File: config.mk
export PLATFORM = sky130hd
export DESIGN_NAME = apb_manager
export DESIGN_NICKNAME = d
export VERILOG_FILES = /design/src/rtl/apb_manager.sv
export SDC_FILE = /design/constraint.sdc
export NUM_CORES = 1
export LEC_CHECK = 0
export ABC_AREA = 1
export ABC_CLOCK_PERIOD_IN_PS = 4800
export CORE_MARGIN = 2
export CORE_UTILIZATION = 40
export DETAILED_ROUTE_END_ITERATION = 8
export PLACE_DENSITY_LB_ADDON = 0.12
export SETUP_SLACK_MARGIN = 0.15
export SLEW_MARGIN = 40
export SYNTH_ARGS = -nofsm -noshare
export SYNTH_HDL_FRONTEND = slang
export SYNTH_SLANG_ARGS = --single-unit
export TNS_END_PERCENT = 100
File: constraint.sdc
create_clock -name clk -period 4.8 [get_ports clk]
set_clock_uncertainty 0.1 [all_clocks]
set_input_delay 1.44 -clock clk [delete_from_list [all_inputs] [get_ports clk]]
set_output_delay 1.44 -clock clk [all_outputs]
set_load 0.03 [all_outputs]
File: src/rtl/apb_manager.sv
// apb_manager: converts a valid/ready request stream into APB SETUP/ACCESS
// transfers, with one-hot select decode, a wait-state timeout and exactly one
// response pulse per accepted request.
//
// Ports:
//   clk, nReset                  clock, synchronous active-low reset
//   req_valid/req_ready          request handshake (req_ready is combinational)
//   req_write/addr/wdata/strb/prot  request payload
//   rsp_valid/rsp_rdata/rsp_error   one-cycle response
//   addr/selectors/enable/write/wData/strb/prot  APB manager outputs
//   ready/rData/subError         APB subordinate inputs
module apb_manager #(
    parameter int unsigned AddrWidth     = 32,
    parameter int unsigned DataWidth     = 32,
    parameter int unsigned NumSubs       = 4,
    parameter int unsigned SelLsb        = 12,
    parameter int unsigned TimeoutCycles = 16
) (
    input  logic                     clk,
    input  logic                     nReset,
    input  logic                     req_valid,
    output logic                     req_ready,
    input  logic                     req_write,
    input  logic [AddrWidth-1:0]     req_addr,
    input  logic [DataWidth-1:0]     req_wdata,
    input  logic [DataWidth/8-1:0]   req_strb,
    input  logic [2:0]               req_prot,
    output logic                     rsp_valid,
    output logic [DataWidth-1:0]     rsp_rdata,
    output logic                     rsp_error,
    output logic [AddrWidth-1:0]     addr,
    output logic [NumSubs-1:0]       selectors,
    output logic                     enable,
    output logic                     write,
    output logic [DataWidth-1:0]     wData,
    output logic [DataWidth/8-1:0]   strb,
    output logic [2:0]               prot,
    input  logic                     ready,
    input  logic [DataWidth-1:0]     rData,
    input  logic                     subError
);

    localparam int unsigned StrbW = DataWidth / 8;
    localparam int unsigned SelW  = (NumSubs > 1) ? $clog2(NumSubs) : 1;
    localparam int unsigned CntW  = (TimeoutCycles > 1) ? $clog2(TimeoutCycles) : 1;

    typedef enum logic [1:0] {
        S_IDLE   = 2'd0,
        S_SETUP  = 2'd1,
        S_ACCESS = 2'd2
    } state_t;

    state_t                 r_state;
    logic                   r_run;      // low only on the cycle after a reset edge
    logic                   r_pend;     // decode error waiting behind a transfer response
    logic [CntW-1:0]        r_cnt;
    logic                   r_rsp_valid;
    logic [DataWidth-1:0]   r_rsp_rdata;
    logic                   r_rsp_error;
    logic [AddrWidth-1:0]   r_addr;
    logic [NumSubs-1:0]     r_sel;
    logic                   r_enable;
    logic                   r_write;
    logic [DataWidth-1:0]   r_wdata;
    logic [StrbW-1:0]       r_strb;
    logic [2:0]             r_prot;

    logic [SelW-1:0]        w_idx;
    logic                   w_idx_ok;
    logic [NumSubs-1:0]     w_sel;
    logic                   w_timeout;
    logic                   w_done;
    logic                   w_req_ready;
    logic                   w_hs;
    logic [DataWidth-1:0]   w_wdata;
    logic [StrbW-1:0]       w_strb;

    // Request decode and handshake
    assign w_idx       = req_addr[SelLsb +: SelW];
    assign w_idx_ok    = (32'(w_idx) < NumSubs);
    assign w_sel       = NumSubs'(1) << w_idx;
    assign w_wdata     = req_write ? req_wdata : '0;
    assign w_strb      = req_write ? req_strb  : '0;
    assign w_timeout   = (TimeoutCycles != 0) && (r_cnt == CntW'(TimeoutCycles - 1)) && !ready;
    assign w_done      = (r_state == S_ACCESS) && (ready || w_timeout);
    assign w_req_ready = r_run && ((r_state == S_IDLE) || w_done);
    assign w_hs        = req_valid && w_req_ready;

    // Transfer FSM with registered bus and response outputs
    always_ff @(posedge clk) begin
        if (!nReset) begin
            r_state     <= S_IDLE;
            r_run       <= 1'b0;
            r_pend      <= 1'b0;
            r_cnt       <= '0;
            r_rsp_valid <= 1'b0;
            r_rsp_rdata <= '0;
            r_rsp_error <= 1'b0;
            r_addr      <= '0;
            r_sel       <= '0;
            r_enable    <= 1'b0;
            r_write     <= 1'b0;
            r_wdata     <= '0;
            r_strb      <= '0;
            r_prot      <= '0;
        end else begin
            r_run       <= 1'b1;
            r_rsp_valid <= 1'b0;
            r_rsp_rdata <= '0;
            r_rsp_error <= 1'b0;
            case (r_state)
                S_IDLE: begin
                    // A deferred decode error goes out first; a new one queues behind it.
                    r_rsp_valid <= r_pend;
                    r_rsp_error <= r_pend;
                    r_pend      <= 1'b0;
                    if (w_hs) begin
                        if (w_idx_ok) begin
                            r_addr  <= req_addr;
                            r_write <= req_write;
                            r_wdata <= w_wdata;
                            r_strb  <= w_strb;
                            r_prot  <= req_prot;
                            r_sel   <= w_sel;
                            r_state <= S_SETUP;
                        end else if (r_pend) begin
                            r_pend <= 1'b1;
                        end else begin
                            r_rsp_valid <= 1'b1;
                            r_rsp_error <= 1'b1;
                        end
                    end
                end
                S_SETUP: begin
                    r_enable <= 1'b1;
                    r_state  <= S_ACCESS;
                end
                S_ACCESS: begin
                    if (!ready) begin
                        r_cnt <= r_cnt + CntW'(1);
                    end
                    if (w_done) begin
                        r_cnt       <= '0;
                        r_enable    <= 1'b0;
                        r_sel       <= '0;
                        r_state     <= S_IDLE;
                        r_rsp_valid <= 1'b1;
                        if (ready) begin
                            r_rsp_error <= subError;
                            r_rsp_rdata <= r_write ? '0 : rData;
                        end else begin
                            r_rsp_error <= 1'b1;
                        end
                        // Back-to-back request skips the IDLE bubble
                        if (w_hs) begin
                            if (w_idx_ok) begin
                                r_addr   <= req_addr;
                                r_write  <= req_write;
                                r_wdata  <= w_wdata;
                                r_strb   <= w_strb;
                                r_prot   <= req_prot;
                                r_sel    <= w_sel;
                                r_enable <= 1'b0;
                                r_state  <= S_SETUP;
                            end else begin
                                r_pend <= 1'b1;
                            end
                        end
                    end
                end
                default: r_state <= S_IDLE;
            endcase
        end
    end

    assign req_ready = w_req_ready;
    assign rsp_valid = r_rsp_valid;
    assign rsp_rdata = r_rsp_rdata;
    assign rsp_error = r_rsp_error;
    assign addr      = r_addr;
    assign selectors = r_sel;
    assign enable    = r_enable;
    assign write     = r_write;
    assign wData     = r_wdata;
    assign strb      = r_strb;
    assign prot      = r_prot;

endmodule

==> impl_metrics.env <==
export IMPL_status="finished clean"
export IMPL_gp_congestion=0.761
export IMPL_crit_type="in -> out"
export IMPL_grt_overflow_total=0
export IMPL_fin_util_pct=65.8
export IMPL_relSlewSlack_pct=46.8
export IMPL_layout_min_cycle_time_ns=4.40
export IMPL_cts_sinks=118
export IMPL_dp_cells=971
export IMPL_cts_buffer_depth=2
export IMPL_synth_area_leaders="dfxtp_1, nand2_1, inv_1, nor2_1, nand4_1"
export IMPL_p_leak_nw=3.44
export IMPL_post_cts_buffers=0
export IMPL_synth_nets=752
export IMPL_synth_cells=642
export IMPL_fmax_mhz=227
export IMPL_initial_core_util_pct=40.5
export IMPL_core_um2=11300
export IMPL_grt_pass1_wl_um=20800
export IMPL_yosysWarnings=0
export IMPL_startpoint_type="primary input"
export IMPL_drtIter0Drc=252
export IMPL_via_count=4534
export IMPL_ys_types=18
export IMPL_dp_hpwl_um=8500
export IMPL_drtPass1Iterations=4
export IMPL_cts_tree="built"
export IMPL_fin_crit_sh_pct=91.6
export IMPL_die_area_um2=12300
export IMPL_worst_slew_pin_slew_ns=0.797
export IMPL_postSynthAreaPerCell_um2=7.14
export IMPL_grt_pass1_vias=4406
export IMPL_clkSlewWorstSetupHoldPaths_ns=0.05
export IMPL_final_net_count=957
export IMPL_ys_seq_elements=118
export IMPL_drv_cap=0
export IMPL_clk_insertion_delay_late_ns=0.40
export IMPL_netlist_area_leader_share_pct=51.5
export IMPL_finalSetupViolCount=0
export IMPL_fp_dieH_um=111
export IMPL_ant_nets=0
export IMPL_wirelength_um=12500
export IMPL_htreeDepth=4
export IMPL_ys_flop_type="dfxtp_1"
export IMPL_drt_drc_violations_left=0
export IMPL_cts_resized=0
export IMPL_antenna_cells=0
export IMPL_hp_class="reg -> reg"
export IMPL_cp_num_buf_inv=4
export IMPL_cpMaxStageDelayCell="clkdlybuf4s50_1"
export IMPL_vias_per_cell=4.52
export IMPL_area_growth_pct=62.5
export IMPL_finalPower_mw=2.68
export IMPL_rows=39
export IMPL_async_flop_share_pct=0
export IMPL_cp_max_fo=5
export IMPL_crit_path_cell_trace="clkdlybuf4s50_1 > inv_1 > nand3_2 > nand2_1 > inv_1 > clkdlybuf4s50_1"
export IMPL_final_cells=1003
export IMPL_maxSlewViolCount=0
export IMPL_critPathArrivalTime_ns=2.86
export IMPL_clockRootBuffer="clkbuf_16"
export IMPL_antenna_found_initial=0
export IMPL_yosys_area_top_type="dfxtp_1"
export IMPL_ir_drop_mv=0.253
export IMPL_max_stage_delay_ns=0.66
export IMPL_grt_setup_unrepaired="false"
export IMPL_port_buffers=220
export IMPL_layout_drive_gt1_share_pct=5.00
export IMPL_synth_edf_count=0
export IMPL_cp_required_ns=3.26
export IMPL_hold_ws_ns=0.360
export IMPL_fin_tns_setup_ns=0
export IMPL_power_density_nw_per_um2=360
export IMPL_synthesis_area_um2=4590
export IMPL_critical_path_top_delay_family="buffers and inverters"
export IMPL_io_pins=221
export IMPL_cts_hold_buf=0
export IMPL_die_w_um=111
export IMPL_ys_seq_area_share_pct=51.5
export IMPL_track_usage_pct=20.8
export IMPL_finalHoldViolCount=0
export IMPL_wl_per_cell_um=12.5
export IMPL_crit_path_end_kind="primary output"
export IMPL_cts_buffers=17
export IMPL_grt_max_degree=85
==> final timing paths <==
| path | start | to | slack, ns | depth (start not counted) |
|---|---|---|---|---|
| worst max-delay path | ready | req_ready | 0.40 | 6 |
| worst min-delay path | strb[2] | strb[2] | 0.36 | 2 |
| worst max register to register | r_cnt[0] | addr[10] | 2.41 | 8 |
| worst min register to register | strb[2] | strb[2] | 0.36 | 2 |
==> worst register-to-register path: cells and delay by family, from the launching register on <==
kind / cells / cell delay, ns
flops: 1 / 0.37
simple gates: 5 / 0.93
buf+inv: 2 / 0.71
fa+ha+maj: 1 / 0.18
==> cell type report <==
type                       count  area, um^2
clock buffer                  23         488
tap                          143         179
multi-input combinational    370        1620
sequential                   118        2360
fill                         962        3870
clock inverter                 9         123
inverter                     114         428
timing repair buffer         226        2250
==> cell families (layout without fill, tap and decap cells) <==
family | count (synthesis) | in the layout | share of synthesized area (%)
AOI/OAI and AO/OA | 47 | 47 | 5.18
xor gates and xnor gates | 2 | 2 | 0.382
adders and majority gates | 1 | 1 | 0.273
buffers and inverters | 154 | 372 | 13.6
DFF | 118 | 118 | 51.5
and+or+nand+nor | 320 | 320 | 29.1
==> routing by layer <==
layer / routed length (um) / GRT usage, % / part of all wire [%] / up-vias
li1: - / - / - / 2351
met2: 6190 / 34.6 / 49 / 144
met5: 0 / 0 / 0 / -
met1: 5220 / 24.2 / 42 / 2020
met3: 867 / 7.16 / 6.9 / 19
met4: 265 / 9.22 / 2.1 / 0
==> state kept, by name, indices dropped and copies added, names as in the netlist <==
| signal | flops |
|---|---|
| write | 1 |
| strb | 4 |
| prot | 3 |
| rsp_rdata | 32 |
| addr | 32 |
| selectors | 4 |
| r_cnt | 4 |
| rsp_error | 1 |
| r_run | 1 |
| wData | 32 |
| enable | 1 |
| r_state | 2 |
| rsp_valid | 1 |
==> Yosys cell counts (2+ instances only) <==
library cell	n
nand4_1	42
o21ai_0	3
dfxtp_1	118
clkbuf_1	16
nor2_1	111
nand3_2	2
nand2_1	156
buf_2	21
buf_6	2
nand3_1	7
nor2_2	2
xor2_1	2
inv_1	113
a21oi_1	43
==> metrics by stage <==
| step | instance area [um^2] | setup WS, ns |
|---|---|---|
| 2_1_floorplan | 4590 | 1.20 |
| 3_3_place_gp | 6840 | 0.400 |
| 3_5_place_dp | 6840 | 0.393 |
| 4_1_cts | 7450 | 0.395 |
| 5_1_grt | 7450 | 0.354 |
| 6_report | 7450 | 0.404 |
==> cell usage in the layout, fill, tap and decap left out, types with 4 or more instances in the layout <==
cell / instances
a21oi_1: 43
nor2_1: 111
dfxtp_1: 118
clkinv_2: 5
buf_4: 5
clkdlybuf4s50_1: 219
inv_1: 113
nand2_1: 156
nand3_1: 6
nand4_1: 42
clkbuf_8: 4
clkbuf_16: 17
==> where the power goes <==
| part | leakage (nW) | total (mW) | switching [mW] | internal, mW |
|---|---|---|---|---|
| clock | 0.303 | 1.28 | 0.415 | 0.866 |
| sequential | 0.960 | 1.04 | 0.0185 | 1.02 |
| combinational | 2.17 | 0.364 | 0.192 | 0.172 |
Power figures use the tool's default switching activity.
